## src/rtl/coef_bank_loader_pkg.sv

```systemverilog
// Shared coefficient-path defaults (also used by the FIFO and the FIR) and loader state encoding.
package coef_bank_loader_pkg;

  localparam int COEF_W_DEF   = 16;
  localparam int NUM_TAPS_DEF = 128;
  localparam int ADDR_W_DEF   = 7;

  typedef enum logic [1:0] {
    ST_IDLE = 2'd0,
    ST_LOAD = 2'd1,
    ST_PEND = 2'd2
  } state_e;

endpackage

```

## src/rtl/coef_bank_ram.sv

```systemverilog
// Simple dual-port coefficient store holding both banks; one write port, registered read port.
// Read latency 1 cycle; no reset on the array, the caller gates stale contents.
module coef_bank_ram
  import coef_bank_loader_pkg::*;
#(
  parameter int DATA_W = COEF_W_DEF,
  parameter int AW     = ADDR_W_DEF + 1
) (
  input  logic              clock,
  input  logic              wr_en_i,
  input  logic [AW-1:0]     wr_addr_i,
  input  logic [DATA_W-1:0] wr_data_i,
  input  logic [AW-1:0]     rd_addr_i,
  output logic [DATA_W-1:0] rd_data_o
);

  logic [DATA_W-1:0] mem_q [2**AW];
  logic [DATA_W-1:0] rd_q;

  always_ff @(posedge clock) begin
    if (wr_en_i) begin
      mem_q[wr_addr_i] <= wr_data_i;
    end
    rd_q <= mem_q[rd_addr_i];
  end

  assign rd_data_o = rd_q;

endmodule

```

## src/rtl/coef_bank_loader.sv

```systemverilog
// Loads NUM_TAPS coefficients from a non-showahead FIFO into the shadow bank, swaps on sample_tick.
// Coefficient read latency 1 cycle; FIFO empty stalls the load indefinitely, abort discards it.
module coef_bank_loader
  import coef_bank_loader_pkg::*;
#(
  parameter int COEF_W   = COEF_W_DEF,
  parameter int NUM_TAPS = NUM_TAPS_DEF,
  parameter int ADDR_W   = ADDR_W_DEF
) (
  input  logic              clock,
  input  logic              reset_n,
  input  logic              start,
  input  logic              abort,
  input  logic              sample_tick,
  input  logic              fifo_empty,
  output logic              fifo_read,
  input  logic [COEF_W-1:0] fifo_readdata,
  input  logic [ADDR_W-1:0] coef_rd_addr,
  output logic [COEF_W-1:0] coef_rd_data,
  output logic              busy,
  output logic              swap_pending,
  output logic              bank_sel,
  output logic              load_done
);

  localparam int CNT_W = ADDR_W + 1;
  localparam logic [CNT_W-1:0] TAPS_C  = CNT_W'(NUM_TAPS);
  localparam logic [CNT_W-1:0] CNT_ONE = CNT_W'(1);

  state_e            state_q, state_d;
  logic [CNT_W-1:0]  issued_q, issued_d;
  logic [CNT_W-1:0]  written_q, written_d;
  logic              rd_vld_q;
  logic              bank_sel_q, bank_sel_d;
  logic [1:0]        bank_vld_q, bank_vld_d;
  logic              rd_ok_q;
  logic              wr_en;
  logic [COEF_W-1:0] ram_rd_data;

  always_ff @(posedge clock or negedge reset_n) begin
    if (!reset_n) begin
      state_q    <= ST_IDLE;
      issued_q   <= '0;
      written_q  <= '0;
      rd_vld_q   <= 1'b0;
      bank_sel_q <= 1'b0;
      bank_vld_q <= 2'b00;
      rd_ok_q    <= 1'b0;
    end else begin
      state_q    <= state_d;
      issued_q   <= issued_d;
      written_q  <= written_d;
      rd_vld_q   <= fifo_read;
      bank_sel_q <= bank_sel_d;
      bank_vld_q <= bank_vld_d;
      rd_ok_q    <= bank_vld_q[bank_sel_q] && ({1'b0, coef_rd_addr} < TAPS_C);
    end
  end

  // Writes only land while still loading, so a word returning after abort is dropped.
  always_comb begin
    state_d    = state_q;
    issued_d   = issued_q;
    written_d  = written_q;
    bank_sel_d = bank_sel_q;
    bank_vld_d = bank_vld_q;
    fifo_read  = 1'b0;
    wr_en      = 1'b0;
    load_done  = 1'b0;
    case (state_q)
      ST_IDLE: begin
        if (start && !abort) begin
          state_d   = ST_LOAD;
          issued_d  = '0;
          written_d = '0;
        end
      end
      ST_LOAD: begin
        if (abort) begin
          state_d = ST_IDLE;
        end else begin
          fifo_read = !fifo_empty && (issued_q < TAPS_C);
          if (fifo_read) begin
            issued_d = issued_q + CNT_ONE;
          end
          if (rd_vld_q) begin
            wr_en     = 1'b1;
            written_d = written_q + CNT_ONE;
          end
          if (written_q == TAPS_C) begin
            state_d = ST_PEND;
          end
        end
      end
      ST_PEND: begin
        if (abort) begin
          state_d = ST_IDLE;
        end else if (sample_tick) begin
          load_done  = 1'b1;
          bank_sel_d = ~bank_sel_q;
          bank_vld_d = bank_vld_q | (bank_sel_q ? 2'b01 : 2'b10);
          state_d    = ST_IDLE;
        end
      end
      default: state_d = ST_IDLE;
    endcase
  end

  coef_bank_ram #(
    .DATA_W (COEF_W),
    .AW     (ADDR_W + 1)
  ) u_ram (
    .clock     (clock),
    .wr_en_i   (wr_en),
    .wr_addr_i ({~bank_sel_q, written_q[ADDR_W-1:0]}),
    .wr_data_i (fifo_readdata),
    .rd_addr_i ({bank_sel_q, coef_rd_addr}),
    .rd_data_o (ram_rd_data)
  );

  assign coef_rd_data = rd_ok_q ? ram_rd_data : '0;
  assign busy         = (state_q != ST_IDLE);
  assign swap_pending = (state_q == ST_PEND);
  assign bank_sel     = bank_sel_q;

endmodule

```

## config.mk

```make
export PLATFORM = sky130hd
export DESIGN_NAME = coef_bank_loader
export DESIGN_NICKNAME = d
export VERILOG_FILES = /design/src/rtl/coef_bank_loader_pkg.sv /design/src/rtl/coef_bank_ram.sv /design/src/rtl/coef_bank_loader.sv
export SDC_FILE = /design/constraint.sdc
export NUM_CORES = 2
export LEC_CHECK = 0
export CORE_MARGIN = 2
export CORE_UTILIZATION = 45
export DETAILED_ROUTE_END_ITERATION = 10
export PLACE_DENSITY = 0.63
export SLEW_MARGIN = 5
export SYNTH_ARGS = -nofsm -noshare
export SYNTH_HDL_FRONTEND = slang
export SYNTH_SLANG_ARGS = --single-unit
```

## constraint.sdc

```tcl
create_clock -name clock -period 3.74 [get_ports clock]
set_clock_uncertainty 0.15 [all_clocks]
set_input_delay 0.374 -clock clock [delete_from_list [all_inputs] [get_ports clock]]
set_output_delay 0.374 -clock clock [all_outputs]
set_load 0.02 [all_outputs]
```

==> results.ini <==
[critical_path]
path_class=register to register
startpoint_type=register
required_ns=4.47
crit_path_max_fanout=13
end_kind=register
crit_arrival_ns=4.46

[clocking]
cts_tree=yes
clock-root-buffer=clkbuf_16
clk_path_buf_depth=4
cts_setup_buffers=0
cts_made_buffers=409
clock_sinks=4135
clkTransAtPathRegs_ns=0.06
cts_max_level=5
clk_latency_ns=0.97

[sta]
totalNegativeSetupSlack_ns=0
finalHoldViolCount=0
setup_ws_ns=0.01564
slew_violations=0
max_freq_ghz=0.2685
max_slew.worst_pin.slew_ns=1.463
rsz0062_at_grt=false
maxSlewHeadroom_pct=1.560
final-setup-viol-count=0
finalCriticalPeriod_ns=3.724
period_share_pct=99.58
worst_hold_slack_ns=0.1734

[finish]
design_area_um2=184800
final_nets=8380
post-route-util_pct=52.33
fillCellCount=27160
drive_above_1_share_pct=26.84
synthToLayoutAreaGrowth_pct=15.52

[status]
violations=capacitance limit
status=complete, but fails checks

[routing]
routed_wl_um=434800
drtPass1Iterations=6
avgRoutedWirePerCell_um=32.38
first_iter_violations=11310
ant_nets=0
vias=82330
viasPerCell=6.132
drc=0

[global_route]
gr-usage-met2_pct=36.86
grt.overflow.total=0
met3_usage_pct=3.568
track_usage_pct=23.66
grt_max_degree=128
antenna_found_initial=23
grt_pass1_vias=81180
met1_usage_pct=34.24
grt_busiest_layer=met2
grt_first_pass_wirelength_um=613800

[yosys]
synth_flop_cell=edfxtp_1
syn_area_per_cell_um2=21.28
synth_top_area_share_pct=76.87
yosysWarnings=0
netlist_area_um2=160000
syn_inst=7519
ys_types=57
synth_top_cell_by_area=edfxtp_1
async_flop_share_pct=0.5562
ys_ff_latch=4135
synth_nets=7553
netlist_top_cells_area=edfxtp_1 77%, mux4_2 12%, mux2i_1 3.1%
ys_seq_area_share_pct=77.43
synth_edf_count=4096

[placement]
gp_congestion=0.9269
io_buffers=49
placed_area_um2=171300
dp_slack_ns=-0.6582
place_hpwl_um=270000

[pwr]
irDropWorstVdd_mv=0.4407
internal_power_uw=76050
p_sw_share_pct=21.40
cellLeakagePower_uw=0.05934
seqPwrFrac_pct=52.8
combPwrFrac_pct=5.1
p_per_area_nw_per_um2=523.5
p_switching_uw=20710
p_clk_share_pct=42.2

[die]
dieArea_um2=360400
start_util_pct=45.30
die_w_um=600.3
io_pins=50
core_region_area_um2=353200
die_h_um=600.3
rows=218

[worst_hold_path]
hold_class=primary input to register

[run]
maxCapViolations=1

-- layout make-up --
type                    count  area (um^2)  area share, %
diodes                      9        22.52        0.01218
clock inverters           254         2589          1.400
flip-flops and latches   4135       123900          67.03
clock buffers             499        10710          5.792
well taps                4730         5918          3.202
inverters                   8        37.54        0.02031
repair buffers            865         8100          4.382
multi-input cells        2927        33580          18.16
-- cell usage after synthesis (42+ instances only) --
cell and count:
and2_1 47, buf_4 52, mux4_2 822, o221ai_1 122
buf_2 85, mux2_2 82, edfxtp_1 4096, mux2i_1 494
clkbuf_1 213, nor2_1 365, a21oi_1 135, a22oi_1 46
a211oi_1 65, nand2_1 68, o22ai_1 164, buf_6 55
nor3_1 146, a221oi_1 58, o21ai_0 42
-- cells by family after synthesis --
group	after synthesis	share of synthesized area (%)
simple gates	782	2.327
flops	4135	77.43
compound gates	732	3.236
mux	1398	15.24
fa+ha+maj	5	0.03910
xor+xnor	10	0.05474
buf+inv	457	1.680
-- per-layer routing --
metal / vias up / part of all wire (%)
li1: 33390 / -
met2: 4344 / 47
met4: 10 / 3.8
met1: 43900 / 40
met3: 685 / 9.0
met5: - / 0.012
-- stage by stage --
stage                     cells  power, uW
final                     13430      96760
after global placement    12640      56820
after floorplan            7519      54410
after CTS                 13420      97250
after global routing      13420      99230
after detailed placement  12640      56910
-- timing repair --
item                                    4_1_cts  5_1_grt
endpoints found under the hold margin      1233       20
hold buffers                                 20        1
resized for setup                             4        2
cloned                                        0        0
endpoints found under the setup margin        7        2
-- power by group through the flow --
| stage | Sequential, uW | Clock (uW) | Combinational [uW] |
|---|---|---|---|
| finish | 51000 | 40800 | 4910 |
| global route | 51000 | 43100 | 5120 |
| CTS | 51000 | 41300 | 4910 |
| detailed placement | 52000 | 0 | 4880 |
| global placement | 52000 | 0 | 4800 |
| floorplan | 52000 | 0 | 2430 |
-- cell usage in the layout, fill, tap and decap left out, drive strengths merged, types with 47 or more instances in the layout --
master	n
a21oi	135
mux2i	494
and2	47
mux2	82
a221oi	58
edfxtp	4096
a211oi	65
mux4	822
clkinv	195
o22ai	164
nor2	365
clkbuf	500
buf	817
nor3	146
nand2	68
o221ai	122
-- sequential cells by signal (all words and copies together), names as in the netlist --
signal           flops
bank_vld_q           2
rd_vld_q             1
bank_sel             1
rd_ok_q              1
issued_q             8
state_q              2
u_ram.rd_data_o     16
written_q            8
u_ram.mem_q       4096
-- path summary, 6_finish.rpt --
path | cells past startpoint | startpoint | slack (ns) | to
min | 5 | coef_rd_addr[2] | 0.17 | u_ram.rd_data_o[3]$_DFF_P_
min in group asynchronous | 3 | reset_n | 0.38 | state_q[1]$_DFFE_PN0P_
max in group asynchronous | 3 | reset_n | 2.53 | bank_sel$_DFFE_PN0P_
max | 7 | bank_sel$_DFFE_PN0P_ | 0.02 | u_ram.rd_data_o[4]$_DFF_P_
min reg2reg | 1 | bank_vld_q[1]$_DFFE_PN0P_ | 0.32 | bank_vld_q[1]$_DFFE_PN0P_
max reg2reg | 7 | bank_sel$_DFFE_PN0P_ | 0.02 | u_ram.rd_data_o[4]$_DFF_P_
-- worst max-delay path, stage by stage (launching register included) --
cell,delay [ns]
dfrtp_2,0.63
buf_4,0.28
nor4bb_2,0.18
nand2_1,0.52
a211oi_1,0.31
nor4_1,1.04
nand4_1,0.26
nor3_1,0.27
Note: power is estimated with default switching activity, not from simulation.
